===== src/rtl/fft_frame_sequencer.sv =====
// Frame-level controller for the FFT -> IFFT audio datapath.
// Sequence per frame: accept the frame, pulse the forward transform, wait for
// its done, pulse the inverse transform, wait for its done, then hand the frame
// to the output writer. Samples are counted against the file size latched at start.
module fft_frame_sequencer #(
    parameter int FRAME_LEN = 8,
    parameter int CNT_W     = 32,
    parameter int TIMEOUT   = 64
) (
    input  logic             clk,
    input  logic             n_rst,
    input  logic             start,
    input  logic [CNT_W-1:0] load_size,
    input  logic             flag_clear,
    input  logic             frame_valid,
    output logic             frame_ready,
    output logic             fft_start,
    input  logic             fft_done,
    output logic             ifft_start,
    input  logic             ifft_done,
    output logic             out_valid,
    input  logic             out_ready,
    output logic [CNT_W-1:0] sample_count,
    output logic             busy,
    output logic             wav_done,
    output logic             error
);

    localparam int               TMR_W   = $clog2(TIMEOUT);
    localparam logic [TMR_W-1:0] TMR_MAX = TMR_W'(TIMEOUT - 1);

    typedef enum logic [2:0] {
        IDLE,
        WAIT_FRAME,
        FFT,
        IFFT,
        OUT,
        DONE,
        ERR
    } state_t;

    state_t             state_q, state_d;
    logic [TMR_W-1:0]   timer_q, timer_d;
    logic [CNT_W-1:0]   size_q, size_d;
    logic [CNT_W-1:0]   count_q, count_d;
    logic               fft_start_q, fft_start_d;
    logic               ifft_start_q, ifft_start_d;
    logic               out_valid_q, out_valid_d;
    logic               busy_q, busy_d;
    logic               wav_done_q, wav_done_d;
    logic               error_q, error_d;
    // One extra bit so the running total can be compared without wrapping.
    logic [CNT_W:0]     count_sum;

    // Next-state, counters and registered-output values.
    always_comb begin
        state_d   = state_q;
        timer_d   = timer_q;
        size_d    = size_q;
        count_d   = count_q;
        count_sum = {1'b0, count_q} + (CNT_W+1)'(FRAME_LEN);

        if (flag_clear) begin
            // Abort/acknowledge beats every other event.
            state_d = IDLE;
        end else begin
            case (state_q)
                IDLE: begin
                    if (start) begin
                        size_d  = load_size;
                        count_d = '0;
                        state_d = (load_size == '0) ? DONE : WAIT_FRAME;
                    end
                end
                WAIT_FRAME: begin
                    if (frame_valid) begin
                        state_d = FFT;
                        timer_d = '0;
                    end
                end
                FFT: begin
                    // Done is not trusted in the cycle the start pulse is out.
                    if (fft_done && !fft_start_q) begin
                        state_d = IFFT;
                        timer_d = '0;
                    end else if (timer_q == TMR_MAX) begin
                        state_d = ERR;
                    end else begin
                        timer_d = timer_q + 1'b1;
                    end
                end
                IFFT: begin
                    if (ifft_done && !ifft_start_q) begin
                        state_d = OUT;
                        timer_d = '0;
                    end else if (timer_q == TMR_MAX) begin
                        state_d = ERR;
                    end else begin
                        timer_d = timer_q + 1'b1;
                    end
                end
                OUT: begin
                    if (out_ready) begin
                        // Saturate rather than wrap if the count ever tops out.
                        count_d = count_sum[CNT_W] ? '1 : count_sum[CNT_W-1:0];
                        state_d = (count_sum >= {1'b0, size_q}) ? DONE : WAIT_FRAME;
                    end
                end
                DONE:    state_d = DONE;
                ERR:     state_d = ERR;
                default: state_d = IDLE;
            endcase
        end

        // Registered outputs are decoded from the state being entered.
        fft_start_d  = (state_q == WAIT_FRAME) && (state_d == FFT);
        ifft_start_d = (state_q == FFT) && (state_d == IFFT);
        out_valid_d  = (state_d == OUT);
        wav_done_d   = (state_d == DONE);
        error_d      = (state_d == ERR);
        busy_d       = (state_d == WAIT_FRAME) || (state_d == FFT) ||
                       (state_d == IFFT) || (state_d == OUT);
    end

    // State and output registers with asynchronous reset.
    always_ff @(posedge clk or negedge n_rst) begin
        if (!n_rst) begin
            state_q      <= IDLE;
            timer_q      <= '0;
            size_q       <= '0;
            count_q      <= '0;
            fft_start_q  <= 1'b0;
            ifft_start_q <= 1'b0;
            out_valid_q  <= 1'b0;
            busy_q       <= 1'b0;
            wav_done_q   <= 1'b0;
            error_q      <= 1'b0;
        end else begin
            state_q      <= state_d;
            timer_q      <= timer_d;
            size_q       <= size_d;
            count_q      <= count_d;
            fft_start_q  <= fft_start_d;
            ifft_start_q <= ifft_start_d;
            out_valid_q  <= out_valid_d;
            busy_q       <= busy_d;
            wav_done_q   <= wav_done_d;
            error_q      <= error_d;
        end
    end

    assign frame_ready  = (state_q == WAIT_FRAME);
    assign fft_start    = fft_start_q;
    assign ifft_start   = ifft_start_q;
    assign out_valid    = out_valid_q;
    assign sample_count = count_q;
    assign busy         = busy_q;
    assign wav_done     = wav_done_q;
    assign error        = error_q;

endmodule

===== config.mk =====
export PLATFORM = sky130hd
export DESIGN_NAME = fft_frame_sequencer
export DESIGN_NICKNAME = d
export VERILOG_FILES = /design/src/rtl/fft_frame_sequencer.sv
export SDC_FILE = /design/constraint.sdc
export NUM_CORES = 1
export LEC_CHECK = 0
export BUFFER_PORTS_ARGS = -buffer_cell sky130_fd_sc_hd__buf_2
export CORE_MARGIN = 5
export CORE_UTILIZATION = 30
export CTS_CLUSTER_DIAMETER = 80
export DETAILED_ROUTE_END_ITERATION = 10
export PLACE_DENSITY = 0.5
export SYNTH_ARGS = -nofsm -noshare
export SYNTH_HDL_FRONTEND = slang
export SYNTH_SLANG_ARGS = --single-unit

===== constraint.sdc =====
create_clock -name clk -period 9.6 [get_ports clk]
set_clock_uncertainty 0.2 [all_clocks]
set_input_delay 1.44 -clock clk [delete_from_list [all_inputs] [get_ports clk]]
set_output_delay 1.44 -clock clk [all_outputs]
set_load 0.05 [all_outputs]

==> impl_metrics.env <==
export IMPL_power_density_mw_per_mm2=168.5
export IMPL_period_share_pct=43.75
export IMPL_grtUsageTotal_pct=15.48
export IMPL_multiInputGateArea_mm2=0.002648
export IMPL_dp_hpwl_mm=10.18
export IMPL_end_kind="register"
export IMPL_syn_to_final_growth_pct=18.15
export IMPL_hold_path_class="register to register"
export IMPL_synth_main_ff_cell="dfrtp_1"
export IMPL_tightest_slew_ns=1.041
export IMPL_cts_tree="built"
export IMPL_r2r_setup_slack_ns=5.40
export IMPL_syn_area_mm2=0.004846
export IMPL_cts_sinks=77
export IMPL_coreArea_mm2=0.01589
export IMPL_setup_viol=0
export IMPL_clockRootBuffer="clkbuf_16"
export IMPL_diodes=0
export IMPL_htree_num_levels=3
export IMPL_ios=79
export IMPL_synth_seq_cells=77
export IMPL_overflow=0
export IMPL_seqCellArea_mm2=0.001927
export IMPL_placed_area_mm2=0.005399
export IMPL_start_util_pct=30.51
export IMPL_cp_startpoint="sample_count[8]"
export IMPL_hold_viol=0
export IMPL_reg2reg_depth=12
export IMPL_placementRows=46
export IMPL_syn_num_nets=608
export IMPL_cp_data_required_time_ns=9.67
export IMPL_grt_setup_unrepaired="false"
export IMPL_drcViolationCount=0
export IMPL_endpoint="busy"
export IMPL_synthCells=534
export IMPL_wire_per_inst_um=16.82
export IMPL_layout_drive_gt1_share_pct=19.80
export IMPL_port_buffers=78
export IMPL_outcome="completed"
export IMPL_max_freq_ghz=0.2381
export IMPL_worst_r2r_endpoint="busy"
export IMPL_max_cap_violations=0
export IMPL_grt_max_degree=86
export IMPL_dr_pass1_iters=6
export IMPL_antenna_found_initial=0
export IMPL_finalSetupTns_ns=0
export IMPL_holdPathStages=2
export IMPL_postCtsSetupBuffers=0
export IMPL_synth_seq_area_share_pct=39.76
export IMPL_finalNetCount=675
export IMPL_grt_pass1_vias=4090
export IMPL_arrival_ns=4.27
export IMPL_die_y_um=137.1
export IMPL_synth_async_reset_ratio_pct=100.0
export IMPL_routed_via_density=5.069
export IMPL_fill_cells=1714
export IMPL_path_clk_slew_ns=0.06
export IMPL_gp_congestion=0.8439
export IMPL_max_vdd_ir_drop_v=0.00007868
export IMPL_leakagePower_uw=0.002742
export IMPL_path_class="register to register"
export IMPL_startpoint_type="register"
export IMPL_cts_hold_buf=0
export IMPL_cp_max_fo=11
export IMPL_wl_mm=13.83
export IMPL_drt_iter0_markers=249
export IMPL_slew_headroom_pct=30.62
export IMPL_synth_area_per_cell_um2=9.075
export IMPL_yosys_warnings=0
export IMPL_r2r_start="sample_count[8]"
export IMPL_grt_pass1_wl_mm=22.43
export IMPL_via_count=4167
export IMPL_cts_inserted_buffers=9
export IMPL_synth_distinct_cells=54
export IMPL_dieArea_mm2=0.01880
export IMPL_fin_crit_ns=4.200
export IMPL_die_w_um=137.1
export IMPL_final_cell_mix="77 x dfrtp_1, 77 x buf_2, 56 x nand2_1"
export IMPL_synth_edff_count=0
export IMPL_cts_resized_gates=0
export IMPL_cts_buffer_depth=2
export IMPL_drtAntennaViolNets=0
export IMPL_clk_latency_ns=0.34
export IMPL_finalInstanceArea_mm2=0.005725
export IMPL_drv_slew=0
-- Yosys cell counts, drive strengths merged, types with 4 or more instances --
cell    count  area, um^2
a211o       5       43.79
buf        17       102.6
and4        6       52.55
nor4       14       117.6
nand2b      5       31.28
nor2b       4       25.02
nand4      14       102.6
dfrtp      77        1927
xor2       15       131.4
xnor2      16       140.1
and3        9       56.30
nand3      17       95.09
a21oi      48       240.2
nor2       36       147.6
a211oi      7       67.57
clkbuf      6       22.52
inv        41       153.9
o22ai       4       25.02
a311oi     12       155.2
nor3       13       70.07
ha         34       425.4
nand2      58       222.7
o21ai      49       245.2
-- area by class of cell --
class                           count  share of cell area, %
Tap cell                          216                  4.720
Multi-Input combinational cell    393                  46.24
Sequential cell                    77                  33.65
Clock buffer                       12                  4.480
Inverter                           41                  2.688
Timing Repair Buffer               79                  6.993
Clock inverter                      4                  1.224
-- worst min-delay path by stage --
stage / start / end / slack (ns)
after floorplan: size_q[0] / size_q[0] / 0.25
after global placement: size_q[0] / size_q[0] / 0.27
after detailed placement: size_q[0] / size_q[0] / 0.27
after CTS: size_q[0] / size_q[0] / 0.29
after global routing: size_q[0] / size_q[0] / 0.32
final: size_q[0] / size_q[0] / 0.28
-- worst max-delay path, stage by stage (launching register included) --
cell and delay, ns:
dfrtp_1 0.48, nand4_1 0.27, nor3_2 0.71, nand2_2 0.22, nor3_1 0.44, xor2_1 0.22, ha_1 0.27, a21oi_1 0.16
o21ai_0 0.11, a221oi_1 0.27, o211ai_1 0.14, a211oi_2 0.41, mux2i_1 0.22
-- metrics by stage --
| stage | cells | util [%] | setup WS, ns | hold WS (ns) | power (uW) |
|---|---|---|---|---|---|
| after floorplan | 534 | - | 5.890 | 0.2497 | 530.5 |
| after global placement | 806 | 33.99 | 5.509 | 0.2690 | 589.0 |
| after detailed placement | 806 | 33.99 | 5.473 | 0.2749 | 595.2 |
| after CTS | 822 | 36.04 | 5.418 | 0.2897 | 980.4 |
| after global routing | 822 | 36.04 | 5.089 | 0.3217 | 1027 |
| final | 822 | 36.04 | 5.400 | 0.2809 | 964.9 |
-- state kept, by name, indices dropped and copies added (netlist names) --
name          flops
fft_start         1
out_valid         1
error             1
ifft_start        1
sample_count     30
timer_q           6
size_q           32
busy              1
state_q           3
wav_done          1
-- cells by family (layout without fill, tap and decap cells) --
family / count (synthesis) / after routing / synth area share (%)
mux: 2 / 2 / 0.4131
simple gates: 186 / 186 / 20.60
buf+inv: 64 / 136 / 5.758
fa+ha+maj: 34 / 34 / 8.779
flops: 77 / 77 / 39.76
compound gates: 140 / 140 / 19.08
xor+xnor: 31 / 31 / 5.603
-- routing by layer --
metal,vias to the layer above,GRT usage (%),routed length (um)
met3,15,3.824,709
met4,0,4.102,216
li1,2056,-,-
met5,-,0,0
met2,118,24.44,6431
met1,1978,21.18,6471
-- power breakdown --
group,switching (uW),total [uW],internal [uW]
Combinational,126,193,66.8
Clock,137,378,241
Sequential,22.6,394,372
Note: power is estimated with default switching activity, not from simulation.
